==> src/rtl/ret_burst_drain_if.sv <==
// ret_burst_drain_if: groups the return-FIFO read port and the host burst
// handshake of the drain engine. The optional abort input is present only
// when RET_DRAIN_FLUSH_EN is defined.
//
// Handshake: a burst transfers on every rising edge where out_valid and
// out_ready are both high. out_valid, once raised, stays high with out_data
// stable until that transfer (or until reset/flush). out_ready has no effect
// while out_valid is low.
interface ret_burst_drain_if #(
    parameter int WIDTH          = 16,
    parameter int BURST_LEN_LOG2 = 2
);
    logic [WIDTH-1:0]                       fifo_data_out;
    logic                                   fifo_empty;
    logic                                   fifo_get;
    logic [WIDTH*(1<<BURST_LEN_LOG2)-1:0]   out_data;
    logic                                   out_valid;
    logic                                   out_ready;
`ifdef RET_DRAIN_FLUSH_EN
    logic                                   flush;

    // Drain engine side
    modport master (
        input  fifo_data_out, fifo_empty, out_ready, flush,
        output fifo_get, out_data, out_valid
    );

    // FIFO / host side
    modport slave (
        output fifo_data_out, fifo_empty, out_ready, flush,
        input  fifo_get, out_data, out_valid
    );
`else
    // Drain engine side
    modport master (
        input  fifo_data_out, fifo_empty, out_ready,
        output fifo_get, out_data, out_valid
    );

    // FIFO / host side
    modport slave (
        output fifo_data_out, fifo_empty, out_ready,
        input  fifo_get, out_data, out_valid
    );
`endif
endinterface

==> src/rtl/ret_burst_drain.sv <==
// ret_burst_drain: pops BURST_LEN beats from a return FIFO with one-cycle
// registered read latency, packs them (beat 0 in the low bits) and offers
// the packed word to the host over a valid/ready handshake.
// Optional feature macro: RET_DRAIN_FLUSH_EN adds the flush abort input.
// dbg_state exposes the FSM state (0 = FILL, 1 = HOLD).
module ret_burst_drain #(
    parameter int WIDTH          = 16,
    parameter int BURST_LEN_LOG2 = 2
) (
    input  logic               clk,
    input  logic               reset,
    ret_burst_drain_if.master  bus,
    output logic [0:0]         dbg_state
);
    localparam int BURST_LEN = 1 << BURST_LEN_LOG2;
    localparam int CW        = BURST_LEN_LOG2 + 1;

    localparam logic [0:0] ST_FILL = 1'b0;
    localparam logic [0:0] ST_HOLD = 1'b1;

    localparam logic [CW-1:0] CNT_ONE  = CW'(1);
    localparam logic [CW-1:0] CNT_FULL = CW'(BURST_LEN);
    localparam logic [CW-1:0] CNT_LAST = CW'(BURST_LEN - 1);

    logic [0:0]                   state;
    logic [CW-1:0]                issued;
    logic [CW-1:0]                recvd;
    logic                         get_q;
    logic [WIDTH*BURST_LEN-1:0]   data_q;
    logic                         get;
    logic                         flush_w;

`ifdef RET_DRAIN_FLUSH_EN
    assign flush_w = bus.flush;
`else
    assign flush_w = 1'b0;
`endif

    // Pop whenever filling, data is available and the burst still needs beats;
    // issue stops at BURST_LEN so in-flight beats never exceed slot capacity.
    always_comb begin
        get = 1'b0;
        if (!reset && state == ST_FILL && !bus.fifo_empty &&
            issued < CNT_FULL && !flush_w) begin
            get = 1'b1;
        end
    end

    assign bus.fifo_get  = get;
    assign bus.out_valid = (state == ST_HOLD);
    assign bus.out_data  = data_q;
    assign dbg_state     = state;

    // Burst FSM, issue/capture counters and beat packing
    always_ff @(posedge clk) begin
        if (reset) begin
            state  <= ST_FILL;
            issued <= '0;
            recvd  <= '0;
            get_q  <= 1'b0;
            data_q <= '0;
        end else if (flush_w) begin
            // Abort: clearing get_q drops the beat still in flight.
            state  <= ST_FILL;
            issued <= '0;
            recvd  <= '0;
            get_q  <= 1'b0;
        end else if (state == ST_HOLD) begin
            if (bus.out_ready) begin
                state  <= ST_FILL;
                issued <= '0;
                recvd  <= '0;
                get_q  <= 1'b0;
            end
        end else begin
            get_q <= get;
            if (get) begin
                issued <= issued + CNT_ONE;
            end
            if (get_q) begin
                for (int k = 0; k < BURST_LEN; k++) begin
                    if (recvd == CW'(k)) begin
                        data_q[k*WIDTH +: WIDTH] <= bus.fifo_data_out;
                    end
                end
                recvd <= recvd + CNT_ONE;
                if (recvd == CNT_LAST) begin
                    state <= ST_HOLD;
                end
            end
        end
    end
endmodule

==> src/flat_wrapper.sv <==
// flat-port wrapper written by rule: the top's interface ports become plain ports
module ret_burst_drain_flat 
#(
    parameter int WIDTH          = 16,
    parameter int BURST_LEN_LOG2 = 2
)
  (clk, reset, dbg_state, bus_fifo_data_out, bus_fifo_empty, bus_out_ready, bus_fifo_get, bus_out_data, bus_out_valid);
  ret_burst_drain_if #(.WIDTH(WIDTH), .BURST_LEN_LOG2(BURST_LEN_LOG2)) bus_i ();
  input  logic clk;
  input  logic reset;
  output logic [0:0] dbg_state;
  input wire logic [$bits(bus_i.fifo_data_out)-1:0] bus_fifo_data_out;
  input wire logic [$bits(bus_i.fifo_empty)-1:0] bus_fifo_empty;
  input wire logic [$bits(bus_i.out_ready)-1:0] bus_out_ready;
  output wire logic [$bits(bus_i.fifo_get)-1:0] bus_fifo_get;
  output wire logic [$bits(bus_i.out_data)-1:0] bus_out_data;
  output wire logic [$bits(bus_i.out_valid)-1:0] bus_out_valid;
  assign bus_i.fifo_data_out = bus_fifo_data_out;
  assign bus_i.fifo_empty = bus_fifo_empty;
  assign bus_i.out_ready = bus_out_ready;
  assign bus_fifo_get = bus_i.fifo_get;
  assign bus_out_data = bus_i.out_data;
  assign bus_out_valid = bus_i.out_valid;
  ret_burst_drain #(.WIDTH(WIDTH), .BURST_LEN_LOG2(BURST_LEN_LOG2)) u_core (.clk(clk), .reset(reset), .bus(bus_i), .dbg_state(dbg_state));
endmodule
==> config.mk <==
export PLATFORM = sky130hd
export DESIGN_NAME = ret_burst_drain_flat
export DESIGN_NICKNAME = d
export VERILOG_FILES = /design/src/rtl/ret_burst_drain_if.sv /design/src/rtl/ret_burst_drain.sv /design/src/flat_wrapper.sv
export SDC_FILE = /design/constraint.sdc
export NUM_CORES = 1
export LEC_CHECK = 0
export ABC_AREA = 1
export BUFFER_PORTS_ARGS = -buffer_cell sky130_fd_sc_hd__buf_2
export CAP_MARGIN = 20
export CORE_ASPECT_RATIO = 0.75
export CORE_MARGIN = 5
export CORE_UTILIZATION = 46
export CTS_CLUSTER_SIZE = 8
export DETAILED_ROUTE_END_ITERATION = 10
export GPL_TIMING_DRIVEN = 0
export HOLD_SLACK_MARGIN = 0.08
export MAX_ROUTING_LAYER = met4
export PLACE_DENSITY = 0.75
export SKIP_CTS_REPAIR_TIMING = 1
export SYNTH_ARGS = -nofsm -noshare
export SYNTH_HDL_FRONTEND = slang
export SYNTH_SLANG_ARGS = --single-unit
export TNS_END_PERCENT = 5
==> constraint.sdc <==
create_clock -name clk -period 1.7 [get_ports clk]
set_input_delay 0.34 -clock clk [delete_from_list [all_inputs] [get_ports clk]]
set_output_delay 0.34 -clock clk [all_outputs]
set_load 0.03 [all_outputs]
==> impl_metrics.env <==
export IMPL_period_needed_ps=1630
export IMPL_status="finished, final reports clean"
export IMPL_antenna_left=0
export IMPL_cts_max_path_buffers=2
export IMPL_fill_cells=592
export IMPL_hp_class="in2reg"
export IMPL_initial_core_util_pct=47.3
export IMPL_numCtsBuffers=9
export IMPL_antenna_found_initial=0
export IMPL_synthTopCellsByArea="dfxtp_1 (48%), nor2_1 (13%), nand4_1 (10%), nand2_1 (8.7%), inv_1 (3.7%)"
export IMPL_drc=0
export IMPL_whs_path_depth=2
export IMPL_drt_iter0_markers=231
export IMPL_clock_skew_final_ps=10.1
export IMPL_synth_top_area_share_pct=48.4
export IMPL_synthesis_nets=427
export IMPL_grt_pass1_vias=2827
export IMPL_syn_inst=401
export IMPL_dr_pass1_iters=5
export IMPL_criticalPathCategory="reg2out"
export IMPL_finalHoldViolCount=0
export IMPL_cp_end_kind="primary output"
export IMPL_chipHeight_um=79.7
export IMPL_path_clk_slew_ps=80
export IMPL_n_antenna_cell=0
export IMPL_startpoint_type="flip-flop"
export IMPL_grt_max_degree=13
export IMPL_io_pin_count=87
export IMPL_syn_to_final_growth_pct=26.2
export IMPL_min_from="reset"
export IMPL_synthMuxAreaShare_pct=0
export IMPL_synth_seq_cells=72
export IMPL_rows=25
export IMPL_worst_pin_slew_ps=431
export IMPL_hold_path_end="u_core.bus.out_valid"
export IMPL_seq_area_frac_synth_pct=48.4
export IMPL_r2r_start="u_core.recvd[0]"
export IMPL_powerDensity_mw_per_mm2=1020
export IMPL_yosys_area_share_adder_pct=2.52
export IMPL_die_x_um=103
export IMPL_numClockSinks=72
export IMPL_vias=2995
export IMPL_cellLeakagePower_uw=0.00191
export IMPL_final_nets=521
export IMPL_synth_xor_area_share_pct=0
export IMPL_viasPerCell=5.15
export IMPL_grt_ovfl_total=0
export IMPL_yosysTopAreaCell="dfxtp_1"
export IMPL_cap_violations=0
export IMPL_grt_pass1_wl_um=13800
export IMPL_syn_area_mm2=0.00298
export IMPL_clkLatencyLatePin_ps=350
export IMPL_root_buffer="clkbuf_8"
export IMPL_synthSimpleGateAreaFrac_pct=33.4
export IMPL_fmax_mhz=612
export IMPL_track_usage_pct=22.5
export IMPL_maxSlewHeadroom_pct=71.3
export IMPL_h_tree_depth=3
export IMPL_synth_compound_area_share_pct=6.64
export IMPL_placed_area_mm2=0.00351
export IMPL_drt_wl_total_um=8440
export IMPL_vdd_drop_max_mv=0.439
export IMPL_critPathMaxFanout=7
export IMPL_required_ps=1360
export IMPL_core_area_mm2=0.00629
export IMPL_synth_top_family_by_area="simple AND/OR/NAND/NOR gates"
export IMPL_final_area_mm2=0.00376
export IMPL_rr_endpoint="u_core.bus.out_data[43]"
export IMPL_r2r_slack_ps=120
export IMPL_portBuffers=86
export IMPL_r2r_cells=6
export IMPL_wl_per_cell_um=14.5
export IMPL_place_congestion=0.946
export IMPL_hpwl_um=6270
export IMPL_fin_util_pct=59.7
export IMPL_final_max_slew_violation_count=0
export IMPL_avgSynthCellArea_um2=7.42
export IMPL_dp_slack_ps=-226
export IMPL_cts_tree="built"
export IMPL_die_area_mm2=0.00819
export IMPL_finalCritPeriodShare_pct=96.2
export IMPL_yosys_warnings=0
export IMPL_fin_ws_ps=65.0
export IMPL_synth_cell_types=19
export IMPL_hold_ws_ps=232
export IMPL_setup_viol=0
export IMPL_final_layout_size_suffix_gt1_share_pct=25.8
export IMPL_crit_arrival_ps=1290
## sequential cells by signal, summed over array words and instances (netlist names)
signal / count
u_core.bus.out_valid: 1
u_core.issued: 3
u_core.get_q: 1
u_core.bus.out_data: 64
u_core.recvd: 3
## logic make-up after synthesis
| logic type | after synthesis |
|---|---|
| AOI/OAI and AO/OA | 39 |
| adders and majority gates | 6 |
| buffers and inverters | 60 |
| DFF | 72 |
| and+or+nand+nor | 224 |
## layout make-up
class                           count  area, um^2  area share [%]
Inverter                           30         115            3.06
Sequential cell                    72        1440            38.4
Timing Repair Buffer               86         430            11.5
Multi-Input combinational cell    269        1280            34.1
Clock inverter                      6         108            2.86
Clock buffer                       10         128            3.40
Buffer                             27         150            4.00
Tap cell                           81         101            2.70
## placed cells by master, fill, tap and decap left out
cell,instances
nor2_1,100
buf_2,93
dfxtp_1,70
nand2_1,68
nand4_1,48
inv_1,29
a21oi_1,20
clkbuf_1,11
o21ai_0,9
o21ai_1,9
clkbuf_8,9
nor2_4,5
buf_4,5
ha_1,5
bufinv_16,3
buf_6,2
clkbuf_2,2
clkinv_2,2
dfxtp_2,2
inv_4,1
nor2_2,1
nand2_2,1
nand3_1,1
clkbuf_4,1
o31ai_1,1
ha_2,1
clkinvlp_4,1
## Yosys cell counts, drive strengths merged
cell type	instances
clkbuf	12
buf	18
nand3	1
o31ai	1
nand4	48
ha	6
nand2	69
nor2	106
o21ai	18
inv	30
a21oi	20
dfxtp	72
## worst max-delay path, cell delays in order (launching register included)
cell and delay [ps]:
dfxtp_2 380, nor2_2 170, nand2_2 110, inv_1 80
buf_2 200
## per-stage QoR
step / cells / power, uW / TNS, ps
floorplan: 401 / 2130 / 0
global placement: 568 / 2270 / -1680
detailed placement: 568 / 2280 / -2240
CTS: 584 / 3870 / -2970
global route: 581 / 4020 / -4.56
finish: 581 / 3840 / 0
## routing by layer
metal / GRT usage (%) / up-vias / wire length (um)
met5: - / - / 0
met4: 8.15 / 0 / 161
met3: 6.29 / 21 / 869
li1: - / 1485 / -
met1: 30.9 / 1328 / 3880
met2: 31.4 / 161 / 3530
## worst max path at each step
stage / startpoint / slack (ps) / to / cells after the start
after floorplan: u_core.recvd[2] / 100 / u_core.bus.out_data[51] / 8
after global placement: u_core.recvd[2] / -180 / u_core.bus.out_data[51] / 8
after detailed placement: u_core.recvd[2] / -230 / u_core.bus.out_data[51] / 8
after CTS: u_core.recvd[2] / -280 / u_core.bus.out_data[50] / 8
after global routing: u_core.bus.out_valid / -5 / bus_fifo_get / 4
final: u_core.bus.out_valid / 70 / bus_fifo_get / 4
## power breakdown
part	internal (uW)	switching, uW	leakage (uW)
logic	137	334	0.00121
registers	1750	34.0	0.000585
clock network	969	622	0.000116
Power figures use the tool's default switching activity.
